==> src/rtl/pipelined_addsub.sv <==
// Pipelined two's-complement adder/subtractor: an input capture rank followed by
// STAGES carry-chunk ranks, all advancing together under a single valid/ready stall.
module pipelined_addsub #(
  parameter int WIDTH  = 32,
  parameter int STAGES = 4
) (
  input  logic             clk,
  input  logic             rst,
  input  logic             in_valid,
  output logic             in_ready,
  input  logic [WIDTH-1:0] a,
  input  logic [WIDTH-1:0] b,
  input  logic             cin,
  input  logic             sub,
  output logic             out_valid,
  input  logic             out_ready,
  output logic [WIDTH-1:0] sum,
  output logic             cout,
  output logic             ovf
);

  localparam int CHUNK = WIDTH / STAGES;

  logic                          adv_s;
  logic [STAGES:0]               vld_q, vld_d;
  logic [STAGES:0]               carry_q, carry_d;
  logic [STAGES:0][WIDTH-1:0]    part_q, part_d;
  logic [STAGES-1:0][WIDTH-1:0]  a_q, a_d, b_q, b_d;
  logic [STAGES-1:0][CHUNK:0]    csum_s;
  logic                          ovf_q, ovf_d;
  logic                          unused_ok_s;

  assign adv_s     = !vld_q[STAGES] || out_ready;
  assign in_ready  = adv_s;
  assign out_valid = vld_q[STAGES];
  assign sum       = part_q[STAGES];
  assign cout      = carry_q[STAGES];
  assign ovf       = ovf_q;
  // Operand bits already consumed by the final chunk are never needed again.
  assign unused_ok_s = ^{a_q[STAGES-1], b_q[STAGES-1]};

  // Rank 0 captures operands with B pre-inverted for subtract; rank r adds chunk r-1.
  always_comb begin
    a_d        = a_q;
    b_d        = b_q;
    vld_d      = vld_q;
    part_d     = part_q;
    carry_d    = carry_q;
    csum_s     = '0;
    a_d[0]     = a;
    b_d[0]     = b ^ {WIDTH{sub}};
    vld_d[0]   = in_valid;
    part_d[0]  = '0;
    carry_d[0] = cin ^ sub;
    for (int r = 1; r <= STAGES; r++) begin
      if (r < STAGES) begin
        a_d[r] = a_q[r-1];
        b_d[r] = b_q[r-1];
      end else begin
        a_d = a_d;
      end
      vld_d[r]    = vld_q[r-1];
      part_d[r]   = part_q[r-1];
      csum_s[r-1] = {1'b0, a_q[r-1][(r-1)*CHUNK +: CHUNK]}
                  + {1'b0, b_q[r-1][(r-1)*CHUNK +: CHUNK]}
                  + {{CHUNK{1'b0}}, carry_q[r-1]};
      part_d[r][(r-1)*CHUNK +: CHUNK] = csum_s[r-1][CHUNK-1:0];
      carry_d[r] = csum_s[r-1][CHUNK];
    end
    // Carry into the MSB is recovered as a ^ b' ^ sum at that bit.
    ovf_d = a_q[STAGES-1][WIDTH-1] ^ b_q[STAGES-1][WIDTH-1]
          ^ part_d[STAGES][WIDTH-1] ^ carry_d[STAGES];
  end

  // Whole pipeline shifts on advance and freezes on stall.
  always_ff @(posedge clk) begin
    if (rst) begin
      vld_q   <= '0;
      carry_q <= '0;
      part_q  <= '0;
      a_q     <= '0;
      b_q     <= '0;
      ovf_q   <= 1'b0;
    end else if (adv_s) begin
      vld_q   <= vld_d;
      carry_q <= carry_d;
      part_q  <= part_d;
      a_q     <= a_d;
      b_q     <= b_d;
      ovf_q   <= ovf_d;
    end
  end

endmodule

==> config.mk <==
export PLATFORM = sky130hd
export DESIGN_NAME = pipelined_addsub
export DESIGN_NICKNAME = d
export VERILOG_FILES = /design/src/rtl/pipelined_addsub.sv
export SDC_FILE = /design/constraint.sdc
export NUM_CORES = 1
export LEC_CHECK = 0
export BUFFER_PORTS_ARGS = -buffer_cell sky130_fd_sc_hd__buf_2
export CAP_MARGIN = 20
export CORE_ASPECT_RATIO = 1.1
export CORE_UTILIZATION = 40
export CTS_BUF_LIST = sky130_fd_sc_hd__clkbuf_2 sky130_fd_sc_hd__clkbuf_4 sky130_fd_sc_hd__clkbuf_8
export DETAILED_ROUTE_END_ITERATION = 12
export PLACE_DENSITY = 0.65
export SKIP_CTS_REPAIR_TIMING = 1
export SLEW_MARGIN = 40
export SYNTH_ARGS = -nofsm -noshare
export SYNTH_HDL_FRONTEND = slang
export SYNTH_SLANG_ARGS = --single-unit
==> constraint.sdc <==
create_clock -name clk -period 2.2 [get_ports clk]
set_input_delay 0.11 -clock clk [delete_from_list [all_inputs] [get_ports clk]]
set_output_delay 0.11 -clock clk [all_outputs]
set_load 0.005 [all_outputs]
==> metrics, run 1 <==
run status finished, final reports clean; DR vias/cell 4.90; longest individual stage delay on the worst path 470 ps; Port Buffers 105; classification of the worst setup path reg -> reg; Max H-tree Level 2; worst-case clock skew 24.1 ps; width of the die about 150 um; Worst Path Required 2580 ps; Placed Instance Area about 11,000 um2; maximum number of buffers from clock root to sink 3; P&R area growth vs syn 22.3%; core region area between 20,000 and 25,000 um2; layout cells sized above 1 15.0%; critical register-to-register path startpoint carry_q[0]$_SDFFE_PP0P_; largest family of logic cells by synthesized area simple AND/OR/NAND/NOR gates; cell breakdown of the critical path fa_1 -> fa_2 -> buf_4 -> a21o_1 -> a211o_1 -> o211ai_1 -> a21oi_1; syn_nets 1,330; number of buffers inserted during clock tree synthesis 41; Final #Nets around 1,500; worst-path cell with the longest stage delay sky130_fd_sc_hd__fa_1; insertion delay of the later-clocked pin in the worst-skew pair around 530 ps; count of max-cap constraint violations 0; share of synthesized cell area in full adder, half adder and majority cells 5.05%; share of the clock period used by the worst path 94.9%; share of the synthesized area in the top cell type 49.7%; Seq/Total Area, Yosys 49.7%; EDFF count, synth 0; synthesis-stage register bit count 251; f_max between 400 and 500 MHz; measured slew at the worst slew-check pin 827 ps; multiplexer share of the synthesized area less than 1%; DRT antenna net count 0; GRT Total Usage 15.9%; data arrival time of the worst path 2470 ps; placement row count 60; Post-Synthesis Cell Area 10,100 um2; simple-gate share of the synthesized area roughly 20%; fraction of synthesis flops using an asynchronous set or reset pin 0%; Setup violations, final 0; dominant cell type by area after synthesis sky130_fd_sc_hd__dfxtp_1; top area cells in the synthesized netlist sky130_fd_sc_hd__dfxtp_1 50%, sky130_fd_sc_hd__nand2_1 15%, sky130_fd_sc_hd__a21oi_1 10%, sky130_fd_sc_hd__ha_1 3.5%, sky130_fd_sc_hd__xnor2_1 3.5%; detailed-placement wirelength estimate 12,700 um; Final Power 9.72 mW; DRT Pass-1 Iters 5; I/O pin total 106; startpoint of the most critical hold path out_ready; Max-slew headroom 44.9%; crit path setup slack, layout between 100 and 150 ps; fill cell total of the finished layout 2,404; final routed wire length divided by cell count 12.4 um; number of hold-slack violations in the final timing report 0; Critical path buffers and inverters 1; synthesized area per cell 8.26 um2; DRC marker count from the first detailed-route iteration 648; post-synthesis xor/xnor area fraction 3.64%; CTS root buffer sky130_fd_sc_hd__clkbuf_8; Peak supply drop 0.000404 V; antenna violations before repair 0; final core utilization 50.2%; starting utilization of the core area approximately 41%; leakage component of the power between 5 and 6 nW; cell family with most CP delay adder cells; crit start category flop; commonest register cell after synthesis sky130_fd_sc_hd__dfxtp_1; cell area after layout approximately 12,000 um2; endpoint of the worst-slack reg-to-reg timing path part_d[68]$_SDFFE_PP0P_; Worst R2R Path Depth 7; number of synthesis warnings 0; aggregate global routing overflow 0; non-filler instance count after layout 1,697; final wirelength between 20,000 and 25,000 um; vertical die dimension about 170 um; R2R Setup Slk about 110 ps; type of the tightest min-delay check in -> reg; Synth Area in Compound Gates 17.5%; Worst Setup End Kind flop; count of vias placed by the detailed router 8,322; via count of the first global-routing pass slightly above 7,000; largest net degree at the start of global routing 127; post-detailed-route DRC marker count 0; area of the die 25,900 um2; count of mapped cells out of synthesis 1,224; WHS Endpoint sum[13]$_SDFFE_PP0P_; synth unique cells 40; number of cells after detailed placement ~1,600; Inserted Diodes 0; CTS clk-pin slew, worst paths 60 ps; final slew viol count 0; Cell Pwr Density roughly 790 nW/um2; cell depth of the worst min-delay path 5; Clock Sinks between 200 and 300; final weighted congestion of routability-driven global placement 0.818; clock tree from TritonCTS yes; crit path max fanout 2; post-placement setup slack approximately 6.4 ps; final critical-path required period 2090 ps; wire length of the first global-routing pass 35,000 um; RSZ-0062 raised after global routing false
[how the worst max path moves through the flow]
stage | start | to | slack, ps | depth (start not counted)
after detailed placement | carry_q[1]$_SDFFE_PP0P_ | carry_q[2]$_SDFFE_PP0P_ | 6 | 7
after global placement | carry_q[1]$_SDFFE_PP0P_ | carry_q[2]$_SDFFE_PP0P_ | 50 | 7
after floorplan | carry_q[1]$_SDFFE_PP0P_ | carry_q[2]$_SDFFE_PP0P_ | 140 | 7
final | carry_q[0]$_SDFFE_PP0P_ | part_d[68]$_SDFFE_PP0P_ | 110 | 7
after global routing | carry_q[3]$_SDFFE_PP0P_ | sum[30]$_SDFFE_PP0P_ | 4 | 8
after CTS | carry_q[1]$_SDFFE_PP0P_ | carry_q[2]$_SDFFE_PP0P_ | -30 | 7
[final cells by class]
cell class	count	area (um2)	share of cell area (%)
repair buffers	187	1370	11.0
clock buffers	65	820	6.63
inverters	4	22.5	0.182
well taps	310	388	3.14
multi-input cells	878	4730	38.3
flip-flops and latches	251	5020	40.6
clock inverters	2	13.8	0.111
[per-stage QoR]
step                      hold WS, ps  TNS (ps)
after floorplan                   250         0
after global placement            357         0
after detailed placement          359         0
after CTS                        -214     -34.1
after global routing              236         0
final                             209         0
[sequential cells by signal (all words and copies together), names as in the netlist]
name	count
a_d	72
b_d	72
part_d	48
sum	32
a_q	8
b_q	8
carry_q	5
vld_q	5
ovf	1
[cell families after synthesis]
logic type,after synthesis
XOR/XNOR,42
AO/OA/AOI/OAI,303
multiplexers,3
buffers and inverters,95
flip-flops,251
AND/OR/NAND/NOR,494
adder cells (fa/ha/maj),36
[cells in the mapped netlist, types with 4 or more instances]
master	n
sky130_fd_sc_hd__a21o_1	11
sky130_fd_sc_hd__o21bai_1	4
sky130_fd_sc_hd__o211ai_1	4
sky130_fd_sc_hd__a211o_1	7
sky130_fd_sc_hd__buf_2	31
sky130_fd_sc_hd__clkbuf_1	49
sky130_fd_sc_hd__nand3_1	7
sky130_fd_sc_hd__nand2_1	399
sky130_fd_sc_hd__dfxtp_1	251
sky130_fd_sc_hd__or4_1	5
sky130_fd_sc_hd__buf_1	11
sky130_fd_sc_hd__ha_1	28
sky130_fd_sc_hd__nor3b_1	6
sky130_fd_sc_hd__xnor2_1	40
sky130_fd_sc_hd__nand2b_1	5
sky130_fd_sc_hd__a211oi_1	41
sky130_fd_sc_hd__o21ai_0	9
sky130_fd_sc_hd__o31ai_1	4
sky130_fd_sc_hd__nand4b_1	5
sky130_fd_sc_hd__a21oi_1	210
sky130_fd_sc_hd__nor2_1	43
sky130_fd_sc_hd__nand3b_1	9
sky130_fd_sc_hd__nor3_1	9
sky130_fd_sc_hd__fa_1	8
[power by group]
part	total (mW)	switching (mW)	internal, mW
combinational	0.758	0.374	0.384
sequential	4.90	0.122	4.78
clock	4.06	1.72	2.34
total	9.72	2.21	7.50
[placed cells by master (no fill, tap or decap), types with 5 or more instances in the layout]
cell | synthesis | final
sky130_fd_sc_hd__buf_2 | 31 | 104
sky130_fd_sc_hd__ha_1 | 28 | 28
sky130_fd_sc_hd__nand4b_1 | 5 | 5
sky130_fd_sc_hd__clkbuf_8 | 0 | 54
sky130_fd_sc_hd__xnor2_1 | 40 | 40
sky130_fd_sc_hd__clkbuf_4 | 0 | 12
sky130_fd_sc_hd__a211o_1 | 7 | 7
sky130_fd_sc_hd__a211oi_1 | 41 | 38
sky130_fd_sc_hd__buf_4 | 0 | 12
sky130_fd_sc_hd__dlygate4sd3_1 | 0 | 66
sky130_fd_sc_hd__nor3_1 | 9 | 9
sky130_fd_sc_hd__nor3b_1 | 6 | 6
sky130_fd_sc_hd__a211oi_2 | 2 | 5
sky130_fd_sc_hd__nand3b_1 | 9 | 9
sky130_fd_sc_hd__a21oi_1 | 210 | 207
sky130_fd_sc_hd__o21ai_0 | 9 | 9
sky130_fd_sc_hd__nand2b_1 | 5 | 5
sky130_fd_sc_hd__a21o_1 | 11 | 11
sky130_fd_sc_hd__nand2_1 | 399 | 399
sky130_fd_sc_hd__dfxtp_1 | 251 | 251
sky130_fd_sc_hd__nor2_1 | 43 | 43
sky130_fd_sc_hd__or4_1 | 5 | 5
sky130_fd_sc_hd__nand3_1 | 7 | 7
[worst register-to-register path, delay by kind of cell (launching register included)]
kind / cells / cell delay, ps
buffers and inverters: 1 / 150
AOI/OAI and AO/OA: 4 / 620
adders and majority gates: 2 / 840
DFF: 1 / 330
[layer usage]
| metal | share of wire [%] | vias up | global-route usage (%) |
|---|---|---|---|
| met5 | 0 | - | 0 |
| met4 | 2.1 | 0 | 5.52 |
| met3 | 4.0 | 38 | 3.07 |
| met2 | 41 | 172 | 21.3 |
| met1 | 53 | 3709 | 24.6 |
| li1 | - | 4403 | - |
Note: power is estimated with default switching activity, not from simulation.
==> run 2, diff against run 1 <==
--- a/config.mk
+++ b/config.mk
@@ -11,7 +11,7 @@
 export CORE_UTILIZATION = 40
 export CTS_BUF_LIST = sky130_fd_sc_hd__clkbuf_2 sky130_fd_sc_hd__clkbuf_4 sky130_fd_sc_hd__clkbuf_8
 export DETAILED_ROUTE_END_ITERATION = 12
-export PLACE_DENSITY = 0.65
+export PLACE_DENSITY_LB_ADDON = 0.12
 export SKIP_CTS_REPAIR_TIMING = 1
 export SLEW_MARGIN = 40
 export SYNTH_ARGS = -nofsm -noshare
==> run 2 against run 1 <==
Effect of this change: worst hold slack got worse by 130 ps; clock-buffer cell count grew 7; first-iteration DRC count decreased by 26%; non-clock buffer count up 3; clock power grew 6.7%.
==> metrics, run 2 (synthesis results as in run 1) <==
run status finished, final reports clean; Clock Sinks 251 (unchanged); number of hold-slack violations in the final timing report 0 (unchanged); Max-slew headroom 47.5% (+2.6 points); area of the die 25,900 um2 (unchanged); leading cell type in the layout, fill and taps excluded sky130_fd_sc_hd__nand2_1; final critical-path required period 2070 ps (-17.4 ps); R2R Setup Slk 130 ps (+20 ps); longest individual stage delay on the worst path 460 ps (about the same); Worst Setup End Kind flop; final slew viol count 0 (unchanged); switching power 2.30 mW (+3.7%); Final #Nets 1,475 (+0.41%); Setup violations, final 0 (unchanged); DRT antenna net count 0 (unchanged); grt peak-use layer met1; critical register-to-register path startpoint carry_q[1]$_SDFFE_PP0P_; Worst Path Required 2550 ps (-30 ps); startpoint of the most critical hold path sub; endpoint of the worst-slack reg-to-reg timing path carry_q[2]$_SDFFE_PP0P_; commonest non-fill, non-tap cells in the layout 399 x sky130_fd_sc_hd__nand2_1, 251 x sky130_fd_sc_hd__dfxtp_1, 206 x sky130_fd_sc_hd__a21oi_1; maximum number of buffers from clock root to sink 3 (unchanged); classification of the worst setup path reg -> reg; P&R area growth vs syn 24.2%; antenna violations before repair 0 (unchanged); cell area after layout 12,600 um2 (+1.5%); count of vias placed by the detailed router 8,197 (-1.5%); via count of the first global-routing pass 7,215 (-0.083%); detailed-placement wirelength estimate 12,800 um (+1.4%); met3 Usage GRT 3.51% (+0.44 points); sequential power share 49.0% (-1.4 points); cell breakdown of the critical path fa_1 -> fa_2 -> a211oi_2 -> o21bai_1 -> a21oi_2 -> nand2b_1 -> a221oi_1; Placed Instance Area 10,900 um2 (+0.28%); crit path setup slack, layout 129 ps (+17.4 ps); met2 track demand over resource in global routing 22.3% (+0.91 points); leakage component of the power 5.13 nW (+1.9%); Peak supply drop 0.000438 V (+8.2%); f_max 483 MHz (+0.84%); share of the clock period used by the worst path 94.1% (-0.79 points); internal power consumption 7.71 mW (+2.8%); clock tree from TritonCTS yes; Inserted Diodes 0 (unchanged); worst-path cell with the longest stage delay sky130_fd_sc_hd__fa_1; combinational fraction of design power 7.7% (about the same); Cell Pwr Density 797 nW/um2 (+1.4%); CTS clk-pin slew, worst paths 60 ps (about the same); CTS root buffer sky130_fd_sc_hd__clkbuf_8; DR vias/cell 4.79 (-2.3%); crit start category flop; crit path max fanout 3 (+1); layout cells sized above 1 15.8% (+0.85 points); Worst R2R Path Depth 7 (unchanged); insertion delay of the later-clocked pin in the worst-skew pair 530 ps (about the same); DRC marker count from the first detailed-route iteration 477 (-26%); wire length of the first global-routing pass 36,300 um (+3.8%); data arrival time of the worst path 2420 ps (-50 ps); I/O pin total 106 (unchanged); WHS Endpoint b_d[44]$_SDFFE_PP0P_; part of the total power dissipated in the clock network 43.3% (+1.5 points); post-detailed-route DRC marker count 0 (unchanged); measured slew at the worst slew-check pin 788 ps (-38.4 ps); largest net degree at the start of global routing 133 (+4.7%); aggregate global routing overflow 0 (unchanged); worst-case clock skew 16.1 ps (-8.05 ps); GR met1 Demand/Resource 26.1% (+1.5 points); starting utilization of the core area 41.1% (unchanged); core region area 24,600 um2 (unchanged); width of the die 154 um (unchanged); final wirelength 22,500 um (+7.0%); placement row count 60 (unchanged); RSZ-0062 raised after global routing true; type of the tightest min-delay check in -> reg; final weighted congestion of routability-driven global placement 0.777 (-5.0%); final routed wire length divided by cell count 13.1 um (+6.1%); vertical die dimension 169 um (unchanged); count of max-cap constraint violations 0 (unchanged); DRT Pass-1 Iters 4 (-1); number of buffers inserted during clock tree synthesis 43 (+4.9%); sw frac 23.0% (+0.16 points); post-placement setup slack -16.5 ps (-22.9 ps); GRT Total Usage 16.7% (+0.84 points); Max H-tree Level 2 (unchanged); Port Buffers 105 (unchanged); cell depth of the worst min-delay path 3 (-2)
[run 2: final cells by class]
| cell class | instances | area [um2] |
|---|---|---|
| Clock buffer | 72 | 891 |
| Fill cell | 2479 | 12100 |
| Clock inverter | 5 | 25.0 |
| Inverter | 4 | 41.3 |
| Timing Repair inverter | 1 | 11.3 |
| Sequential cell | 251 | 5020 |
| Tap cell | 310 | 388 |
| Multi-Input combinational cell | 878 | 4730 |
| Timing Repair Buffer | 190 | 1440 |
[run 2: worst max-delay path, delay by kind of cell (launching register included)]
family                   cells  cell delay, ps
AND/OR/NAND/NOR              1             120
adder cells (fa/ha/maj)      2             850
flip-flops                   1             320
AO/OA/AOI/OAI                4             620
[run 2: worst max path at each step]
stage                             from                      end  slack [ps]  cells after the start
2_1_floorplan  carry_q[1]$_SDFFE_PP0P_  carry_q[2]$_SDFFE_PP0P_         140                      7
3_3_place_gp   carry_q[1]$_SDFFE_PP0P_  carry_q[2]$_SDFFE_PP0P_          -5                      7
3_5_place_dp   carry_q[1]$_SDFFE_PP0P_  carry_q[2]$_SDFFE_PP0P_         -20                      7
4_1_cts        carry_q[1]$_SDFFE_PP0P_  carry_q[2]$_SDFFE_PP0P_         -50                      7
5_1_grt        carry_q[1]$_SDFFE_PP0P_  carry_q[2]$_SDFFE_PP0P_          -8                      7
6_report       carry_q[1]$_SDFFE_PP0P_  carry_q[2]$_SDFFE_PP0P_         130                      7
[run 2: power by group through the flow]
| stage | logic [mW] | clock network, mW | registers [mW] |
|---|---|---|---|
| after floorplan | 0.474 | 0 | 4.96 |
| final | 0.769 | 4.33 | 4.91 |
| after global placement | 0.668 | 0 | 5.00 |
| after detailed placement | 0.672 | 0 | 5.00 |
| after global routing | 0.869 | 4.72 | 4.93 |
| after CTS | 0.678 | 4.50 | 4.91 |
[run 2: metal layers]
metal  wire length [um]  up-vias
met5                  0        -
met4                331        0
met3                902       27
met2               8960      142
met1              12300     3637
li1                   -     4391
[run 2: metrics by stage]
| step | power (mW) | hold slack, ps | utilization [%] | instances | setup TNS [ps] |
|---|---|---|---|---|---|
| 2_1_floorplan | 5.44 | 250 | - | 1224 | 0 |
| 3_3_place_gp | 5.67 | 356 | 44.1 | 1563 | -5.10 |
| 5_1_grt | 10.5 | 95.8 | 51.0 | 1711 | -8.03 |
| 6_report | 10.0 | 80.9 | 51.0 | 1711 | 0 |
| 3_5_place_dp | 5.67 | 363 | 44.1 | 1563 | -16.5 |
| 4_1_cts | 10.1 | -220 | 47.9 | 1640 | -51.0 |
==> run 3, diff against run 2 <==
--- a/config.mk
+++ b/config.mk
@@ -7,10 +7,11 @@
 export LEC_CHECK = 0
 export BUFFER_PORTS_ARGS = -buffer_cell sky130_fd_sc_hd__buf_2
 export CAP_MARGIN = 20
-export CORE_ASPECT_RATIO = 1.1
+export CORE_ASPECT_RATIO = 0.8
 export CORE_UTILIZATION = 40
 export CTS_BUF_LIST = sky130_fd_sc_hd__clkbuf_2 sky130_fd_sc_hd__clkbuf_4 sky130_fd_sc_hd__clkbuf_8
 export DETAILED_ROUTE_END_ITERATION = 12
+export MAX_ROUTING_LAYER = met4
 export PLACE_DENSITY_LB_ADDON = 0.12
 export SKIP_CTS_REPAIR_TIMING = 1
 export SLEW_MARGIN = 40
==> run 3 against run 2 <==
Effect of this change: the run now ends with DRC left; largest cell class unchanged; worst hold slack got worse by 22 ps; first-iteration DRC count up 4.2%; critical path depth did not move; critical endpoint unchanged; register-to-register slack lost 20 ps; maximum frequency fell by 0.91%; core utilization barely moved.
==> metrics, run 3 (synthesis results as in run 1) <==
measured slew at the worst slew-check pin 735 ps (-53.5 ps); via count of the first global-routing pass 7,297 (+1.1%); post-detailed-route DRC marker count 8 (+8); Max H-tree Level 2 (unchanged); share of the clock period used by the worst path 95.0% (+0.86 points); largest net degree at the start of global routing 109 (-18%); count of vias placed by the detailed router 8,259 (+0.76%); sw frac 23.4% (+0.46 points); I/O pin total 106 (unchanged); Max-slew headroom 51.0% (+3.6 points); final routed wire length divided by cell count 13.4 um (+2.3%); final slew viol count 0 (unchanged); area of the die 25,900 um2 (about the same); startpoint of the most critical hold path sub; Worst Setup End Kind flop; cell depth of the worst min-delay path 3 (unchanged); final wirelength 23,200 um (+2.9%); final critical-path required period 2090 ps (+19.0 ps); crit path setup slack, layout 110 ps (-19.0 ps); run status complete, but fails checks; WHS 58.5 ps (-22.4 ps); core region area 24,600 um2 (-0.23%); detailed-placement wirelength estimate 14,500 um (+13%); Clock Sinks 251 (unchanged); Peak supply drop 0.000361 V (-18%); Inserted Diodes 0 (unchanged); GRT Total Usage 18.1% (+1.4 points); DRC marker count from the first detailed-route iteration 497 (+4.2%); data arrival time of the worst path 2460 ps (+40 ps); wire length of the first global-routing pass 37,500 um (+3.3%); crit path max fanout 3 (unchanged); commonest non-fill, non-tap cells in the layout 399 x sky130_fd_sc_hd__nand2_1, 251 x sky130_fd_sc_hd__dfxtp_1, 207 x sky130_fd_sc_hd__a21oi_1; cell area after layout 12,500 um2 (-0.18%); crit start category flop; type of the tightest min-delay check in -> reg; switching power 2.32 mW (+1.1%); Port Buffers 105 (unchanged); combinational fraction of design power 7.9% (+0.2 points); post-placement setup slack -18.7 ps (-2.24 ps); insertion delay of the later-clocked pin in the worst-skew pair 540 ps (about the same); classification of the worst setup path reg -> reg; part of the total power dissipated in the clock network 42.7% (-0.6 points); aggregate global routing overflow 0 (unchanged); f_max 479 MHz (-0.91%); DRT Pass-1 Iters 9 (+5); sum of negative setup slack 0 ps (unchanged); number of cells after detailed placement 1,583 (+1.3%); vertical die dimension 144 um (-15%); CTS root buffer sky130_fd_sc_hd__clkbuf_8; P&R area growth vs syn 23.9%; final weighted congestion of routability-driven global placement 0.774 (-0.35%); RSZ-0062 raised after global routing false; Setup violations, final 0 (unchanged); sequential power share 49.5% (+0.5 points); number of hold-slack violations in the final timing report 0 (unchanged); Final #Nets 1,481 (+0.41%); Worst Path Required 2580 ps (+30 ps); antenna violations before repair 0 (unchanged); layout cells sized above 1 15.9% (+0.037 points); start point of the critical path carry_q[1]$_SDFFE_PP0P_; DR vias/cell 4.80 (+0.11%); maximum number of buffers from clock root to sink 3 (unchanged); leading cell type in the layout, fill and taps excluded sky130_fd_sc_hd__nand2_1; width of the die 180 um (+17%); non-filler instance count after layout 1,722 (+0.64%); leakage component of the power 5.13 nW (about the same); CTS clk-pin slew, worst paths 60 ps (about the same); violations in the final reports DRC; number of buffers inserted during clock tree synthesis 42 (-2.3%); Placed Instance Area 11,000 um2 (+0.92%); placement row count 51 (-15%); starting utilization of the core area 41.2% (+0.094 points); Worst R2R Path Depth 7 (unchanged); critical register-to-register path startpoint carry_q[1]$_SDFFE_PP0P_; Cell Pwr Density 791 nW/um2 (-0.73%); clock tree from TritonCTS yes; internal power consumption 7.59 mW (-1.5%); DRT antenna net count 0 (unchanged); count of max-cap constraint violations 0 (unchanged); worst-case clock skew 16.4 ps (+0.314 ps)
[run 3: per-stage QoR]
stage	power [mW]	util [%]
after detailed placement	5.68	44.6
final	9.91	51.0
after CTS	9.97	48.2
after floorplan	5.44	-
after global routing	10.4	51.0
after global placement	5.68	44.6
[run 3: power by group through the flow]
stage / combinational, mW / sequential [mW] / clock, mW
after floorplan: 0.474 / 4.96 / 0
after global placement: 0.680 / 5.00 / 0
after detailed placement: 0.684 / 5.00 / 0
after CTS: 0.690 / 4.90 / 4.38
after global routing: 0.875 / 4.93 / 4.61
final: 0.780 / 4.90 / 4.23
[run 3: final cells by class]
type | instances | area [um2]
clock buffers | 69 | 850
clock inverters | 4 | 22.5
fillers | 2418 | 12000
inverters | 4 | 22.5
multi-input cells | 878 | 4730
flip-flops and latches | 251 | 5020
well taps | 318 | 398
repair buffers | 198 | 1490
[run 3: worst paths after layout]
| path | slack [ps] | to |
|---|---|---|
| max | 110 | carry_q[2]$_SDFFE_PP0P_ |
| min | 60 | b_d[47]$_SDFFE_PP0P_ |
| max reg2reg | 110 | carry_q[2]$_SDFFE_PP0P_ |
| min reg2reg | 440 | sum[0]$_SDFFE_PP0P_ |
[run 3: critical path, cell delays in order, from the launching register on]
cell                       delay [ps]
sky130_fd_sc_hd__dfxtp_1          330
sky130_fd_sc_hd__fa_1             460
sky130_fd_sc_hd__fa_2             390
sky130_fd_sc_hd__a211oi_2         250
sky130_fd_sc_hd__o21bai_1         130
sky130_fd_sc_hd__a21oi_2          170
sky130_fd_sc_hd__nand2b_1         120
sky130_fd_sc_hd__a221oi_1          80
[run 3: layer usage]
layer | up-vias | global-route usage (%) | share of wire, %
li1 | 4413 | - | -
met1 | 3671 | 28.7 | 58
met2 | 138 | 21.8 | 36
met3 | 37 | 3.30 | 4.1
met4 | 0 | 5.54 | 1.8
met5 | - | - | 0
